File: config.mk
export PLATFORM = sky130hd
export DESIGN_NAME = if_fetch_queue
export DESIGN_NICKNAME = d
export VERILOG_FILES = /design/src/rtl/if_fetch_queue.sv
export SDC_FILE = /design/constraint.sdc
export NUM_CORES = 1
export LEC_CHECK = 0
export CELL_PAD_IN_SITES_DETAIL_PLACEMENT = 1
export CELL_PAD_IN_SITES_GLOBAL_PLACEMENT = 1
export CORE_ASPECT_RATIO = 2
export CORE_MARGIN = 5
export CORE_UTILIZATION = 52
export DETAILED_ROUTE_END_ITERATION = 12
export DONT_BUFFER_PORTS = 1
export PLACE_DENSITY = 0.77
export SLEW_MARGIN = 20
export SYNTH_ARGS = -nofsm -noshare
export SYNTH_HDL_FRONTEND = slang
export SYNTH_SLANG_ARGS = --single-unit
File: constraint.sdc
create_clock -name clk_i -period 2.45 [get_ports clk_i]
set_input_delay 0.6125 -clock clk_i [delete_from_list [all_inputs] [get_ports clk_i]]
set_output_delay 0.6125 -clock clk_i [all_outputs]
set_load 0.005 [all_outputs]
File: src/rtl/if_fetch_queue.sv
// Instruction-fetch front end: owns the PC, issues single-cycle-latency
// reads to instruction memory and buffers {instr, pc} pairs in a small
// circular FIFO whose head feeds the IF/ID pipeline register.
module if_fetch_queue #(
    parameter int          DEPTH    = 4,
    parameter logic [31:0] RESET_PC = 32'h0000_0000
) (
    input  logic                       clk_i,
    input  logic                       rst_i,
    input  logic                       start_i,
    input  logic                       stall_i,
    input  logic                       redirect_i,
    input  logic [31:0]                redirect_pc_i,
    output logic                       imem_req_o,
    output logic [31:0]                imem_addr_o,
    input  logic [31:0]                imem_instr_i,
    output logic                       valid_o,
    output logic [31:0]                instr_o,
    output logic [31:0]                pc_o,
    output logic [$clog2(DEPTH):0]     queue_cnt_o
);

    localparam int              PW      = $clog2(DEPTH);
    localparam int              CW      = PW + 1;
    localparam logic [CW:0]     L_DEPTH = (CW + 1)'(DEPTH);

    // architectural state
    logic [31:0]    r_pc;
    logic [31:0]    r_issue_pc;
    logic           r_inflight;
    logic           r_squash;
    logic [PW-1:0]  r_rd_ptr;
    logic [PW-1:0]  r_wr_ptr;
    logic [CW-1:0]  r_count;
    logic [31:0]    r_mem_instr [DEPTH];
    logic [31:0]    r_mem_pc    [DEPTH];

    // combinational control
    logic [CW:0]    w_occ;
    logic           w_space;
    logic           w_req;
    logic           w_valid;
    logic           w_enq;
    logic           w_deq;
    logic [31:0]    w_head_instr;
    logic [31:0]    w_head_pc;

    // Occupancy counts the outstanding response, so an issued request always
    // has a slot waiting for it even if nothing dequeues.
    assign w_occ   = {1'b0, r_count} + {{CW{1'b0}}, r_inflight};
    assign w_space = (w_occ < L_DEPTH);
    assign w_valid = (r_count != {CW{1'b0}});
    assign w_enq   = r_inflight & ~r_squash & ~redirect_i;
    assign w_deq   = w_valid & ~stall_i & ~redirect_i;

    // Issue decision; held low while reset is asserted.
    always_comb begin
        w_req = 1'b0;
        if (rst_i && start_i && !redirect_i && w_space) begin
            w_req = 1'b1;
        end else begin
            w_req = 1'b0;
        end
    end

    // Head-entry read, forced to zero when the queue is empty.
    always_comb begin
        w_head_instr = 32'h0000_0000;
        w_head_pc    = 32'h0000_0000;
        if (w_valid) begin
            w_head_instr = r_mem_instr[r_rd_ptr];
            w_head_pc    = r_mem_pc[r_rd_ptr];
        end else begin
            w_head_instr = 32'h0000_0000;
            w_head_pc    = 32'h0000_0000;
        end
    end

    // PC, in-flight and squash tracking; redirect overrides any issue.
    always_ff @(posedge clk_i or negedge rst_i) begin
        if (!rst_i) begin
            r_pc       <= RESET_PC;
            r_issue_pc <= RESET_PC;
            r_inflight <= 1'b0;
            r_squash   <= 1'b0;
        end else if (redirect_i) begin
            r_pc       <= {redirect_pc_i[31:2], 2'b00};
            r_inflight <= 1'b0;
            r_squash   <= 1'b1;
        end else begin
            r_squash   <= 1'b0;
            r_inflight <= w_req;
            if (w_req) begin
                r_pc       <= r_pc + 32'd4;
                r_issue_pc <= r_pc;
            end
        end
    end

    // FIFO pointers and occupancy; a redirect empties the queue outright.
    always_ff @(posedge clk_i or negedge rst_i) begin
        if (!rst_i) begin
            r_rd_ptr <= {PW{1'b0}};
            r_wr_ptr <= {PW{1'b0}};
            r_count  <= {CW{1'b0}};
        end else if (redirect_i) begin
            r_rd_ptr <= {PW{1'b0}};
            r_wr_ptr <= {PW{1'b0}};
            r_count  <= {CW{1'b0}};
        end else begin
            if (w_enq) begin
                r_wr_ptr <= r_wr_ptr + {{(PW-1){1'b0}}, 1'b1};
            end
            if (w_deq) begin
                r_rd_ptr <= r_rd_ptr + {{(PW-1){1'b0}}, 1'b1};
            end
            case ({w_enq, w_deq})
                2'b10:   r_count <= r_count + {{(CW-1){1'b0}}, 1'b1};
                2'b01:   r_count <= r_count - {{(CW-1){1'b0}}, 1'b1};
                default: r_count <= r_count;
            endcase
        end
    end

    // Entry storage: the returned word is paired with the PC latched at issue.
    always_ff @(posedge clk_i or negedge rst_i) begin
        if (!rst_i) begin
            for (int i = 0; i < DEPTH; i++) begin
                r_mem_instr[i] <= 32'h0000_0000;
                r_mem_pc[i]    <= 32'h0000_0000;
            end
        end else if (w_enq) begin
            r_mem_instr[r_wr_ptr] <= imem_instr_i;
            r_mem_pc[r_wr_ptr]    <= r_issue_pc;
        end
    end

    assign imem_req_o  = w_req;
    assign imem_addr_o = r_pc;
    assign valid_o     = w_valid;
    assign instr_o     = w_head_instr;
    assign pc_o        = w_head_pc;
    assign queue_cnt_o = r_count;

endmodule

# --- Word level (Yosys, flattened, before mapping) ---
# Cells that the tools add are included.
word_totals:
  inputBits: 69
  output_inout_bits: 101
  wordCells: 70
  regBits: 329
op_classes:
  eq_ne: 2
  add_sub_neg: 6
  n_lt_le_gt_ge: 4
  muxes: 23
  bitwise_logic: 9
  reduce_logical: 11
ops:
  columns: ["op", "n"]
  rows:
  - ["$mux W32", 9]
  - ["$bwmux W128", 2]
  - ["$bmux W32 S2", 2]
  - ["$demux W32 S2", 1]
  - ["$add A32 B3 Y32 const B", 1]
  - ["$mux W2", 4]
  - ["$ge A3 B3 Y1 const B", 2]
  - ["$not A2 Y3", 2]
  - ["$pmux W3 S2", 1]
  - ["$reduce_bool A2 Y1", 3]
  - ["$reduce_bool A3 Y1", 2]
  - ["$add A2 B1 Y2 const B", 2]
  - ["$add A3 B1 Y4", 1]
  - ["$and A1 B1 Y1", 4]
  - ["$logic_and A1 B1 Y1", 4]
  - ["$lt A4 B3 Y1 const B", 1]
  - ["$add A3 B1 Y3 const B", 1]
  - ["$lt A3 B1 Y1 const B", 1]
  - ["$mux W1", 3]
  - ["$mux W3", 1]
  - ["$not A1 Y1", 3]
  - ["$sub A3 B1 Y3 const B", 1]
  - ["$eq A2 B1 Y1 const B", 1]
  - ["$eq A2 B2 Y1 const B", 1]
  - ["2 further kinds", 2]

# --- Logic depth before layout (Yosys ltp) ---
depth:
  word_depth: 6
  ltp_mapped: 9
  mapped_depth_nobuf: 8

# --- Worst setup path after synthesis ---
# OpenSTA, ideal clock, no wires.
synth_timing:
  path_kind: "input to register"
  start: "input redirect_i"
  end: "register r_count[2], in the netlist queue_cnt_o[2]"
  arrival_ns: 2.199
  t_required_ns: 2.384
  path_buffers: 2
  path_slack_ns: 0.185
  cell_stages: 8
  setup_ns: 0.066
  path_cell_list: "clkbuf_1 -> clkbuf_1 -> nor4_1 -> fa_1 -> nand3_1 -> o21ai_0 -> a211oi_1 -> o31a_1"
synth_via:
  elab_chain_cells: 5
  elab_cells_between_ends: 8
  cone_classes: "eq/ne (2); mux (2); bitwise (3); reduce/logical (1)"
synth_lines:
  columns: ["item", "line_no", "rtl"]
  rows:
  - ["start, declared", "12", "input logic redirect_i,"]
  - ["$not A1 Y1 (no source line)", null, null]
  - ["$and A1 B1 Y1 (on tied branches)", "54, 53", null]
  - ["$eq A2 B1 Y1 / $eq A2 B2 Y1 (equally long branches)", "117", "case ({w_enq, w_deq})"]
  - ["$pmux W3 S2", "117", null]
  - ["$mux W3", "106", "end else if (redirect_i) begin"]
  - ["end signal, assigned", "105", "r_count <= {CW{1'b0}};"]
  - ["end signal, assigned", "118", "2'b10: r_count <= r_count + {{(CW-1){1'b0}}, 1'b1};"]
  - ["end signal, assigned", "119", "2'b01: r_count <= r_count - {{(CW-1){1'b0}}, 1'b1};"]
  - ["end, declared", "34", "logic [CW-1:0] r_count;"]
# Several ways; a longest one is shown, not always the timed one.
# A chain may end at the register's enable or synchronous reset.

# --- Final worst setup path ---
layout_timing:
  start: "register r_rd_ptr[0]"
  end: "output pc_o[4]"
layout_via:
  elab_chain_cells: 5
layout_lines:
  columns: ["item", "line_no", "rtl"]
  rows:
  - ["start, declared", "32", "logic [PW-1:0] r_rd_ptr;"]
  - ["start signal, assigned", "103", "r_rd_ptr <= {PW{1'b0}};"]
  - ["start signal, assigned", "107", "r_rd_ptr <= {PW{1'b0}};"]
  - ["start signal, assigned", "115", "r_rd_ptr <= r_rd_ptr + {{(PW-1){1'b0}}, 1'b1};"]
  - ["$not A2 Y3 (implied by the code)", "72", "w_head_pc = r_mem_pc[r_rd_ptr];"]
  - ["$bmux W32 S2", "72", null]
  - ["$mux W32 (implied by the code) (2 in series)", "72", null]
  - ["$mux W32", "70", "if (w_valid) begin"]
  - ["end, declared", "19", "output logic [31:0] pc_o,"]
# Every way passes these cells. The select of a mux whose other input is x is not followed.

==> flow_summary.ini <==
[sta]
rsz0062_at_grt = true
hold_ws_ps = -248.8
finalClockSkew_ps = 14.37
setup-violations-final = 62
timing.fmax_mhz = 369.6
finalCritPeriodShare_pct = 110.4
fin_setup_tns_ps = -12870
finalHoldViolations = 317
maxSlewViolCount = 0
period_minus_slack_ps = 2705
setup_slack_ps = -255.5

[routing]
vias = 8665
wl_per_cell_um = 24.42
drt_iter0_markers = 398
avgViaCountPerCell = 6.017
drt_wl_total_um = 35170
drc = 0
antenna_left = 0
first_pass_iters = 5

[logic_synthesis]
async_flop_share_pct = 100.0
synth.distinct_cells = 60
syn_inst = 1059
avgSynthCellArea_um2 = 13.71
yosys_register_bits = 317
synth-edff-count = 0
synth_flop_cell = dfrtp_1
syn_area_um2 = 14520
yosysSeqAreaShare_pct = 54.65
yosysWarningCount = 0

[outcome]
failed_checks = hold timing, setup timing
outcome = finished, violations left

[cts]
cts_sinks = 317
htreeDepth = 1
clk_pin_slew_ps = 70
insertion_delay_ps = 560
clockBufferDepth = 3
cts_made_buffers = 29
cts_tree = yes
cts_root_buf = clkbuf_16

[power_and_ir_drop]
ir_drop_v = 0.0006553
p_leak_uw = 0.007604
powerDensity_nw_per_um2 = 820.7
power_uw = 13460

[hold_path]
min_path_type = input port to asynchronous set/reset pin

[cells_and_area]
layout_common_cells = dfrtp_1, mux2_2, nand2_1
num_antenna_cells = 0
nets = 1140
drive_gt1_share_pct = 42.56
post-route-util_pct = 59.56
area_delta_synth_final_pct = 13.02
nFillCells = 2638
mostFrequentLayoutCell = dfrtp_1

[grt]
grt_max_degree = 319
grt.total_usage_pct = 22.95
grt-ovfl-total = 0
antenna_found_initial = 0
grt_pass1_vias = 9930
grt_pass1_wl_um = 57260

[floorplanning]
dieArea_um2 = 31560
die_w_um = 128.1
coreArea_um2 = 27550
io_pins = 170
die_h_um = 246.3
start_util_pct = 52.69
rows = 86

[setup_path]
crit_start = r_rd_ptr[0]$_DFFE_PN0P_
timing.rr.start = imem_addr_o[2]$_DFFE_PN0P_
cp.required_ps = 1840
critPathArrivalTime_ps = 2090
worstSetupEndpointType = output port
start_kind = flop
critPathMaxFanout = 5
crit_type = flop to output port

[run]
drv_cap = 0

[placed_design]
place.gp.congestion = 0.7981
place_hpwl_um = 22310
io_buffers = 0
==> layout make-up <==
class	count	area, um^2	share of cell area (%)
multi-input combinational	662	6291	38.35
inverter	10	42.54	0.2593
clock buffer	36	802.0	4.889
timing repair buffer	45	686.9	4.187
sequential	317	7943	48.41
clock inverter	18	200.2	1.220
tap	352	440.4	2.685
==> cells in the mapped netlist, drive strengths merged (2+ instances only) <==
cell / number / share of area, %
dfrtp: 317 / 55
mux2: 248 / 19
nand2: 118 / 3.1
and2: 68 / 2.9
mux4: 62 / 9.6
buf: 53 / 2.0
o21ai: 22 / 0.76
nor2: 21 / 0.56
clkbuf: 20 / 0.52
nand3: 17 / 0.67
o311ai: 13 / 0.78
inv: 10 / 0.26
nor2b: 9 / 0.39
nand4: 8 / 0.34
a21oi: 7 / 0.24
and4: 5 / 0.34
ha: 5 / 0.43
o211ai: 5 / 0.26
a22oi: 4 / 0.21
mux2i: 4 / 0.28
nor3: 4 / 0.14
xnor2: 4 / 0.24
a221o: 3 / 0.21
a32oi: 3 / 0.18
and3: 3 / 0.14
nand2b: 3 / 0.13
a21o: 2 / 0.10
nand3b: 2 / 0.10
xor2: 2 / 0.12
==> routing by layer <==
metal  track usage (%)  share of wire (%)
met1             27.38                 37
met2             42.09                 55
met3             3.797                4.7
met4             6.781                2.8
met5                 0                  0
==> path summary, 6_finish.rpt <==
kind / cells past startpoint / endpoint / slack (ps)
min in group clk_i: 0 / r_squash$_DFF_PN0_ / 110
worst max register to register: 5 / imem_addr_o[27]$_DFFE_PN0P_ / 370
worst max-delay path: 5 / pc_o[4] / -260
max in group asynchronous: 0 / r_rd_ptr[0]$_DFFE_PN0P_ / 2330
worst min-delay path: 0 / r_mem_instr[100]$_DFFE_PN0P_ / -250
worst min register to register: 1 / r_mem_instr[33]$_DFFE_PN0P_ / 500
==> flip-flops by register name, summed over array words and instances, names as in the netlist <==
register / flops
r_mem_pc: 120
r_wr_ptr: 2
imem_addr_o: 30
r_rd_ptr: 2
r_inflight: 1
queue_cnt_o: 3
r_squash: 1
r_mem_instr: 128
r_issue_pc: 30
==> logic make-up (layout without fill, tap and decap cells) <==
| family | Yosys count | count (layout) | synth area share [%] |
|---|---|---|---|
| DFF | 317 | 317 | 54.65 |
| adders and majority gates | 6 | 6 | 0.5689 |
| other | 1 | 4 | 0.02584 |
| muxes | 314 | 314 | 29.14 |
| and+or+nand+nor | 264 | 264 | 9.189 |
| buffers and inverters | 83 | 109 | 2.801 |
| AOI/OAI and AO/OA | 68 | 68 | 3.267 |
| xor gates and xnor gates | 6 | 6 | 0.3620 |
==> critical path, stage by stage, from the launching register on <==
cell and delay [ps]:
dfrtp_4 500, buf_12 150, buf_12 130, buf_16 140, mux4_2 420, and2_4 190
==> metrics by stage <==
stage	cells	instance area [um^2]	worst slack [ps]
2_1_floorplan	1062	14530	185.3
3_3_place_gp	1371	15040	190.6
3_5_place_dp	1371	15040	183.7
4_1_cts	1437	16340	-280.6
5_1_grt	1440	16410	-313.1
6_report	1440	16410	-255.5
==> what timing repair did <==
action | 4_1_cts | 5_1_grt
gates resized for setup | 43 | 7
endpoints found under the setup margin | 63 | 62
pin swaps | 0 | 2
setup buffers | 9 | 2
hold endpoints to repair | 317 | 317
gates cloned | 4 | 1
==> power breakdown <==
group | switching (uW) | leakage, uW | internal, uW
clock network | 2050 | 0.000487 | 2670
logic | 1050 | 0.00287 | 1430
registers | 492 | 0.00425 | 5760
total | 3590 | 0.00760 | 9870
(Power assumes the default switching activity.)
